--- config.mk ---
export PLATFORM = sky130hd
export DESIGN_NAME = qspi_rx_ctrl
export DESIGN_NICKNAME = d
export VERILOG_FILES = /design/src/rtl/qspi_pkg.sv /design/src/rtl/qspi_rx_word_reg.sv /design/src/rtl/qspi_rx_ctrl.sv
export SDC_FILE = /design/constraint.sdc
export NUM_CORES = 1
export LEC_CHECK = 0
export CORE_ASPECT_RATIO = 1.75
export CORE_MARGIN = 2
export CORE_UTILIZATION = 34
export DETAILED_ROUTE_END_ITERATION = 12
export HOLD_SLACK_MARGIN = 0.15
export MAX_ROUTING_LAYER = met4
export PLACE_DENSITY_LB_ADDON = 0.1
export SLEW_MARGIN = 20
export SYNTH_ARGS = -nofsm -noshare
export SYNTH_HDL_FRONTEND = slang
export SYNTH_HIERARCHICAL = 1
export SYNTH_SLANG_ARGS = --single-unit
--- constraint.sdc ---
create_clock -name clk_i -period 2.7 [get_ports clk_i]
set_input_delay 0.27 -clock clk_i [delete_from_list [all_inputs] [get_ports clk_i]]
set_output_delay 0.27 -clock clk_i [all_outputs]
set_load 0.005 [all_outputs]
--- src/rtl/qspi_pkg.sv ---
// Shared types and constants for the QSPI receive controller.
package qspi_pkg;

  localparam int WORD_W       = 32;
  localparam int NIB_PER_WORD = 8;
  localparam int NIB_CNT_W    = $clog2(NIB_PER_WORD);
  localparam int BYTES_W      = 3;

  typedef enum logic [1:0] {
    ST_IDLE  = 2'd0,
    ST_SHIFT = 2'd1,
    ST_STALL = 2'd2,
    ST_DRAIN = 2'd3
  } state_t;

  // Nibbles in a closed word are always even, so halving gives whole bytes.
  function automatic logic [BYTES_W-1:0] nibs_to_bytes(input logic [NIB_CNT_W:0] nibs);
    return BYTES_W'(nibs >> 1);
  endfunction

endpackage

--- src/rtl/qspi_rx_word_reg.sv ---
// Output holding register for assembled receive words with a valid/ready handshake.
module qspi_rx_word_reg
  import qspi_pkg::*;
(
  input  logic               clk,
  input  logic               rst_n,
  input  logic               clear,
  input  logic               load,
  input  logic [WORD_W-1:0]  data,
  input  logic [BYTES_W-1:0] bytes,
  input  logic               last,
  input  logic               ready,
  output logic [WORD_W-1:0]  word,
  output logic               valid,
  output logic [BYTES_W-1:0] word_bytes,
  output logic               word_last
);

  always_ff @(posedge clk or negedge rst_n) begin
    if (!rst_n) begin
      word       <= '0;
      valid      <= 1'b0;
      word_bytes <= '0;
      word_last  <= 1'b0;
    end else if (clear) begin
      valid <= 1'b0;
    end else if (load) begin
      word       <= data;
      word_bytes <= bytes;
      word_last  <= last;
      valid      <= 1'b1;
    end else if (valid && ready) begin
      valid <= 1'b0;
    end
  end

endmodule

--- src/rtl/qspi_rx_ctrl.sv ---
// QSPI read-transfer sequencer: gates the nibble shift stage and packs nibbles into output words.
//   state    | meaning
//   ST_IDLE  | waiting for start_i
//   ST_SHIFT | one nibble sampled per cycle
//   ST_STALL | closing nibble held back until the output register can take the word
//   ST_DRAIN | all nibbles shifted, waiting for the last word to be accepted
module qspi_rx_ctrl
  import qspi_pkg::*;
#(
  parameter int LEN_W = 8
) (
  input  logic               clk_i,
  input  logic               rst_ni,
  input  logic               start_i,
  input  logic [LEN_W-1:0]   len_i,
  input  logic               lsb_first_i,
  input  logic               abort_i,
  output logic               sck_en_o,
  output logic               shift_valid_o,
  output logic               shift_lsb_o,
  output logic               shift_msb_o,
  input  logic [WORD_W-1:0]  shift_data_i,
  output logic [WORD_W-1:0]  word_o,
  output logic               word_valid_o,
  input  logic               word_ready_i,
  output logic [BYTES_W-1:0] word_bytes_o,
  output logic               word_last_o,
  output logic               busy_o,
  output logic               done_o
);

  state_t               state;
  logic [NIB_CNT_W-1:0] nib_cnt;
  logic [LEN_W:0]       rem_nib;
  logic                 cap_pend;
  logic [BYTES_W-1:0]   cap_bytes;
  logic                 cap_last;
  logic                 lsb_q;
  logic                 busy_q;
  logic                 done_q;

  logic                 final_nib;
  logic                 closing;
  logic                 shift_ok;
  logic                 shift_en;
  logic                 last_accept;
  logic [NIB_CNT_W:0]   nib_in_word;

  assign final_nib   = (rem_nib == (LEN_W+1)'(1));
  assign closing     = final_nib || (nib_cnt == NIB_CNT_W'(NIB_PER_WORD - 1));
  assign shift_ok    = !closing || (!cap_pend && (!word_valid_o || word_ready_i));
  assign nib_in_word = {1'b0, nib_cnt} + (NIB_CNT_W+1)'(1);
  assign last_accept = (state == ST_DRAIN) && word_valid_o && word_ready_i && word_last_o;

  // Shift enable depends on the same-cycle word_ready_i, so it cannot be a flop.
  assign shift_en      = (state == ST_SHIFT) && shift_ok && !abort_i;
  assign sck_en_o      = shift_en;
  assign shift_valid_o = shift_en;
  assign shift_lsb_o   = lsb_q;
  assign shift_msb_o   = ~lsb_q;
  assign busy_o        = busy_q;
  assign done_o        = done_q;

  always_ff @(posedge clk_i or negedge rst_ni) begin
    if (!rst_ni) begin
      state     <= ST_IDLE;
      nib_cnt   <= '0;
      rem_nib   <= '0;
      cap_pend  <= 1'b0;
      cap_bytes <= '0;
      cap_last  <= 1'b0;
      lsb_q     <= 1'b0;
      busy_q    <= 1'b0;
      done_q    <= 1'b0;
    end else begin
      done_q   <= 1'b0;
      cap_pend <= 1'b0;
      if (abort_i) begin
        state   <= ST_IDLE;
        busy_q  <= 1'b0;
        nib_cnt <= '0;
        rem_nib <= '0;
      end else begin
        unique case (state)
          ST_IDLE: begin
            if (start_i) begin
              if (len_i != '0) begin
                state   <= ST_SHIFT;
                busy_q  <= 1'b1;
                rem_nib <= {len_i, 1'b0};
                nib_cnt <= '0;
                lsb_q   <= lsb_first_i;
              end else begin
                done_q <= 1'b1;
              end
            end
          end
          ST_SHIFT: begin
            if (shift_en) begin
              rem_nib <= rem_nib - (LEN_W+1)'(1);
              nib_cnt <= closing ? '0 : nib_cnt + NIB_CNT_W'(1);
              if (closing) begin
                cap_pend  <= 1'b1;
                cap_bytes <= nibs_to_bytes(nib_in_word);
                cap_last  <= final_nib;
              end
              if (final_nib) state <= ST_DRAIN;
            end else begin
              state <= ST_STALL;
            end
          end
          ST_STALL: begin
            if (shift_ok) state <= ST_SHIFT;
          end
          ST_DRAIN: begin
            if (last_accept) begin
              state  <= ST_IDLE;
              busy_q <= 1'b0;
              done_q <= 1'b1;
            end
          end
          default: state <= ST_IDLE;
        endcase
      end
    end
  end

  qspi_rx_word_reg u_word_reg (
    .clk        (clk_i),
    .rst_n      (rst_ni),
    .clear      (abort_i),
    .load       (cap_pend),
    .data       (shift_data_i),
    .bytes      (cap_bytes),
    .last       (cap_last),
    .ready      (word_ready_i),
    .word       (word_o),
    .valid      (word_valid_o),
    .word_bytes (word_bytes_o),
    .word_last  (word_last_o)
  );

endmodule

; Word level (Yosys, flattened, before mapping)
; Index checks and enable logic that the tools add are counted.
[word_totals]
regBits = 59
latch_bits = 0
mem_bits_rw = 0
romBits = 0
in_bits = 46
output_inout_bits = 43
word_cells = 90
n_memories = 0
[classes]
addsub = 3
mul = 0
n_div = 0
order_cmp = 0
n_eq_ne = 11
shift = 0
muxes = 36
n_bitwise = 2
n_reduce_logical = 25
[op_table]
columns = op, n
row1 = 9-bit 2-to-1 mux, 4
row2 = 9-bit one-hot mux with 2 select lines, 1
row3 = 4-bit AND reduction, 4
row4 = 1-bit 2-to-1 mux, 15
row5 = 3-bit 2-to-1 mux, 5
row6 = "3-bit != test, second input constant", 5
row7 = 2-bit 2-to-1 mux, 7
row8 = "9-bit by 1-bit equality test with 1-bit output, second input constant", 1
row9 = 3-bit nonzero test, 3
row10 = "9-bit by 1-bit subtractor with 9-bit output, second input constant", 1
row11 = 2-bit one-hot mux with 4 select lines, 1
row12 = 8-bit nonzero test, 1
row13 = 1-bit logical AND, 7
row14 = 3-bit one-hot mux with 2 select lines, 1
row15 = 5-bit AND reduction, 1
row16 = "3-bit by 1-bit adder with 4-bit output, second input constant", 1
row17 = "2-bit equality test, second input constant", 2
row18 = 1-bit zero test, 4
row19 = "4-bit != test, second input constant", 1
row20 = 1-bit one-hot mux with 2 select lines, 2
row21 = "3-bit by 1-bit adder with 3-bit output, second input constant", 1
row22 = "3-bit equality test, second input constant", 1
row23 = 1-bit logical OR, 3
row24 = "2-bit by 1-bit equality test with 1-bit output, second input constant", 1
row25 = 3 further kinds, 4

; Logic depth before layout (Yosys ltp)
[depth]
word_depth = 9
ltp_mapped = 8
mapped_depth_nobuf = 7

; Modules after synthesis
; Netlist, hierarchy kept.
[by_module_without_submodules]
columns = mod, n_inst, cells_each, area_per_inst_um2, seq_area_each_um2
row1 = qspi_rx_word_reg, 1, 81, 1552.7, 925.9
row2 = qspi_rx_ctrl, 1, 146, 1413.9, 550.5

; Worst setup path before layout
; OpenSTA, ideal clock, no wires.
[synth_timing]
path_type = reg-to-reg
from = register state[1]
to = register cap_bytes[0]
arrival_ns = 1.759
t_required_ns = 2.575
slack_ns = 0.816
path_stages_with_launch = 7
n_path_buf = 1
period_less_slack_ns = 1.884
cell_sequence = dfrtp_1 -> inv_1 -> ha_1 -> nand2b_1 -> or4_1 -> buf_2 -> mux2_4
[synth_between]
elab_chain_len = 4
[synth_lines]
columns = item, line
row1 = start: declaration, qspi_rx_ctrl.sv:32  ; state_t state;
row2 = start signal: assignment, qspi_rx_ctrl.sv:66  ; state <= ST_IDLE;
row3 = start signal: assignment, qspi_rx_ctrl.sv:79  ; state <= ST_IDLE;
row4 = start signal: assignment, qspi_rx_ctrl.sv:88  ; state <= ST_SHIFT;
row5 = 2-bit by 1-bit equality test with 1-bit output (*), "qspi_rx_ctrl.sv:56, qspi_rx_ctrl.sv:84"
row6 = 1-bit logical AND (2 in a row), qspi_rx_ctrl.sv:56  ; assign shift_en = (state == ST_SHIFT) && shift_ok && !abort_i;
row7 = 4-bit AND reduction (no source line) (*), --
row8 = end signal: assignment, qspi_rx_ctrl.sv:104  ; cap_bytes <= nibs_to_bytes(nib_in_word);
row9 = end: declaration, qspi_rx_ctrl.sv:36  ; logic [BYTES_W-1:0] cap_bytes;
; Mark *: on every way between the ends. The rest lies on a longest branch, timed or not.
; A chain may end at the register's enable or synchronous reset.

; Worst setup path in the final report
[layout_timing]
from = register nib_cnt[0]
to = output sck_en_o
[layout_between]
elab_chain_len = 6
[layout_lines]
columns = item, line
row1 = start: declaration, qspi_rx_ctrl.sv:33  ; logic [NIB_CNT_W-1:0] nib_cnt;
row2 = start signal: assignment, qspi_rx_ctrl.sv:101  ; nib_cnt <= closing ? '0 : nib_cnt + NIB_CNT_W'(1);
row3 = 3-bit equality test, qspi_rx_ctrl.sv:50  ; assign closing = final_nib || (nib_cnt == NIB_CNT_W'(NIB_PER_WORD - 1));
row4 = 1-bit logical OR, qspi_rx_ctrl.sv:50
row5 = 1-bit zero test, qspi_rx_ctrl.sv:51  ; assign shift_ok = !closing || (!cap_pend && (!word_valid_o || word_ready_i));
row6 = 1-bit logical OR, qspi_rx_ctrl.sv:51
row7 = 1-bit logical AND (2 in a row), qspi_rx_ctrl.sv:56
row8 = end: declaration, qspi_rx_ctrl.sv:18  ; output logic sck_en_o,
; Every way passes these cells.

==> results.tsv <==
stage	metric	value	unit
timing	fmaxAchievable	403	MHz
min_path	hp-class	input pin to async pin	
pwr	swShare	30.3	%
floorplan	dieArea	0.00952	mm^2
critical_path	end_kind	primary output	
drt	ant_nets	0	
logic_synthesis	synth_fp_nets	281	
grt	grt_pass1_wl	10.9	mm
clock_network	cts_tree	built	
floorplan	dieHeight	128	um
floorplan	core.rowCount	45	
critical_path	cp_max_fo	4	
logic_synthesis	synth.cell_area	0.00297	mm^2
critical_path	crit_buf_inv	1	
grt	globalRouteOverflowTotal	0	
logic_synthesis	ys_ff_latch	59	
clock_network	clockBufferDepth	2	
floorplan	ios	89	
critical_path	cp_cell_sequence	ha_1, ha_1, a21oi_1, nor2_1, nor2_2, clkdlybuf4s50_1	
drt	routed_wire_length_per_instance	14.9	um
pwr	p_total	3.87	mW
pwr	power.density	901	mW/mm^2
finish	drive_gt1_share	23.2	%
pwr	combPwrFrac	34.4	%
pwr	ir_drop	0.000448	V
floorplan	die_x	74.6	um
clock_network	htree_levels	3	
timing	setup_tns	0	ns
logic_synthesis	synth.top_cell.area_share	49.8	%
logic_synthesis	synth.avg_cell_area	13.1	um^2
critical_path	reg2reg_depth	8	
logic_synthesis	syn_inst	227	
floorplan	initial_core_util	34.7	%
grt	grt_max_degree	25	
timing	rsz0062_at_grt	no	
job	maxCapViolCount	0	
place	port_buffers	88	
clock_network	root_buffer	clkbuf_16	
status	outcome	finished clean	
finish	fin_nets	381	
timing	drv_slew	0	
logic_synthesis	async_flop_share	100	%
pwr	p_sw	1.17	mW
finish	fillers	786	
pwr	clock_power_share	32.0	%
critical_path	worstSetupPathType	flip-flop to primary output	
floorplan	core_region_area	0.00856	mm^2
logic_synthesis	synth-edff-count	0	
place	dp_hpwl	4.94	mm
timing	setup_viol	0	
logic_synthesis	synth_top_cell_by_area	dfrtp_1	
finish	num_antenna_cells	0	
timing	period_minus_slack	2.48	ns
clock_network	clk_pin_slew	0.06	ns
clock_network	cts.sinks	59	
timing	fin_crit_sh	91.9	%
pwr	leakagePower	1.93	nW
critical_path	worst-r2r-setup-slack	0.38	ns
critical_path	required	2.43	ns
timing	finClkSkew	0.00576	ns
timing	tightest_slew	0.904	ns
grt	grt_pass1_vias	2188	
critical_path	crit_path_start_kind	flip-flop	
logic_synthesis	synthTopCellsByArea	dfrtp_1 (50%), mux2_4 (16%), ha_1 (3.4%), buf_12 (2.7%), mux2_2 (2.3%)	
critical_path	path_common_cell	ha_1	
place	gp_congestion	0.792	
grt	grtUsageTotal	15.7	%
timing	maxSlewHeadroom	39.7	%
critical_path	cp.depth	6	
logic_synthesis	yosysWarningCount	6	
grt	antenna_found_initial	0	
drt	dr.pass1.iters	4	
logic_synthesis	synth_common_cells	dfrtp_1 (59), mux2_4 (32), nor2_1 (15), nand2_1 (14), inv_1 (9)	
timing	hold_violations	0	
pwr	p_seq_share	33.6	%
critical_path	timing.rr.start	state[1]	
critical_path	critPathMaxStageDelay	0.55	ns
place	post-place-cells	432	
drt	drtIter0Drc	116	
pwr	internal_power	2.69	mW
drt	route.vias.total	2098	
critical_path	r2r-end	rem_nib[4]	
timing	holdWs	0.456	ns
logic_synthesis	synth_top_flop_cell	dfrtp_1	
critical_path	slowest_stage	clkdlybuf4s50_1	
logic_synthesis	synth_seq_area_share	49.8	%
finish	fin_cells	449	
clock_network	numCtsBuffers	9	
critical_path	crit_family	buffers and inverters	
clock_network	cts_setup_buffers	0	
logic_synthesis	post_synth_num_cell_types	47	
drt	drc	0	
logic_synthesis	synth_most_common_cell	dfrtp_1	
drt	viasPerCell	4.67	
drt	wl	6.68	mm
finish	area_growth	44.6	%
critical_path	cp.arrival	2.21	ns
clock_network	clk_latency	0.33	ns
-- through the flow --
step	setup WS [ns]	cell area [um^2]	utilization (%)
final	0.220	4290	50.1
after global routing	0.0388	4290	50.1
after CTS	0.0565	4290	50.1
after detailed placement	0.278	3950	46.2
after global placement	0.315	3950	46.2
after floorplan	0.816	2970	-
-- worst max path at each step --
| stage | from | end |
|---|---|---|
| 6_report | nib_cnt[0] | sck_en_o |
| 5_1_grt | nib_cnt[0] | sck_en_o |
| 4_1_cts | nib_cnt[0] | sck_en_o |
| 3_5_place_dp | len_i[6] | rem_nib[4] |
| 3_3_place_gp | len_i[6] | rem_nib[8] |
| 2_1_floorplan | state[1] | cap_bytes[0] |
-- sequential cells by signal, indices dropped and copies added (netlist names) --
| register | flops |
|---|---|
| u_word_reg/word_last | 1 |
| cap_bytes | 3 |
| rem_nib | 9 |
| busy_o | 1 |
| u_word_reg/valid | 1 |
| nib_cnt | 3 |
| cap_last | 1 |
| u_word_reg/word | 32 |
| done_o | 1 |
| shift_lsb_o | 1 |
| state | 2 |
| u_word_reg/word_bytes | 3 |
| cap_pend | 1 |
-- layer usage --
metal	vias up	part of all wire, %	GRT usage, %
met5	-	0	-
met4	0	2.9	8.72
met3	15	4.3	2.29
met2	71	50	25.2
met1	996	43	18.3
li1	1016	-	-
-- repair_timing --
item / in CTS / in global routing
endpoints found under the hold margin: 20 / 0
endpoints found under the setup margin: 0 / 2
gates resized for setup: 0 / 1
hold buffers: 1 / 0
-- cell families after synthesis --
logic type / share of synthesized area [%]
AO/OA/AOI/OAI: 10.6
XOR/XNOR: 1.48
adder cells (fa/ha/maj): 3.37
buffers and inverters: 5.19
flip-flops: 49.8
multiplexers: 18.5
AND/OR/NAND/NOR: 11.1
-- layout by cell type, fill, tap and decap left out, drive strengths merged, types with 2 or more instances in the layout --
master,synthesis,final
a211oi,2,2
xor2,3,3
o31ai,3,3
xnor2,2,2
nor3,6,6
clkbuf,2,9
bufinv,0,2
nor2b,3,3
and2,2,2
clkdlybuf4s50,0,87
nand2b,3,3
nand3,4,4
a2111oi,3,3
o41ai,2,2
nor2,16,16
a21oi,4,4
clkinv,0,4
nor4,5,5
dfrtp,59,59
a21o,7,7
or4,2,2
nand2,14,14
inv,9,10
buf,9,12
ha,8,8
mux2,38,38
o21ai,8,8
-- cell type report --
class | instances | area [um^2] | area share (%)
Sequential cell | 59 | 1480 | 34.4
Multi-Input combinational cell | 148 | 1340 | 31.2
Timing Repair Buffer | 100 | 968 | 22.6
Clock buffer | 9 | 225 | 5.25
Tap cell | 117 | 146 | 3.41
Clock inverter | 7 | 100 | 2.33
Inverter | 9 | 33.8 | 0.788
-- power groups by stage --
stage,sequential (mW),clock (mW),combinational (mW)
6_report,1.30,1.24,1.33
5_1_grt,1.33,1.31,1.47
4_1_cts,1.30,1.27,1.35
3_5_place_dp,1.31,0,1.34
3_3_place_gp,1.30,0,1.33
2_1_floorplan,1.28,0,0.803
Power figures use the tool's default switching activity.
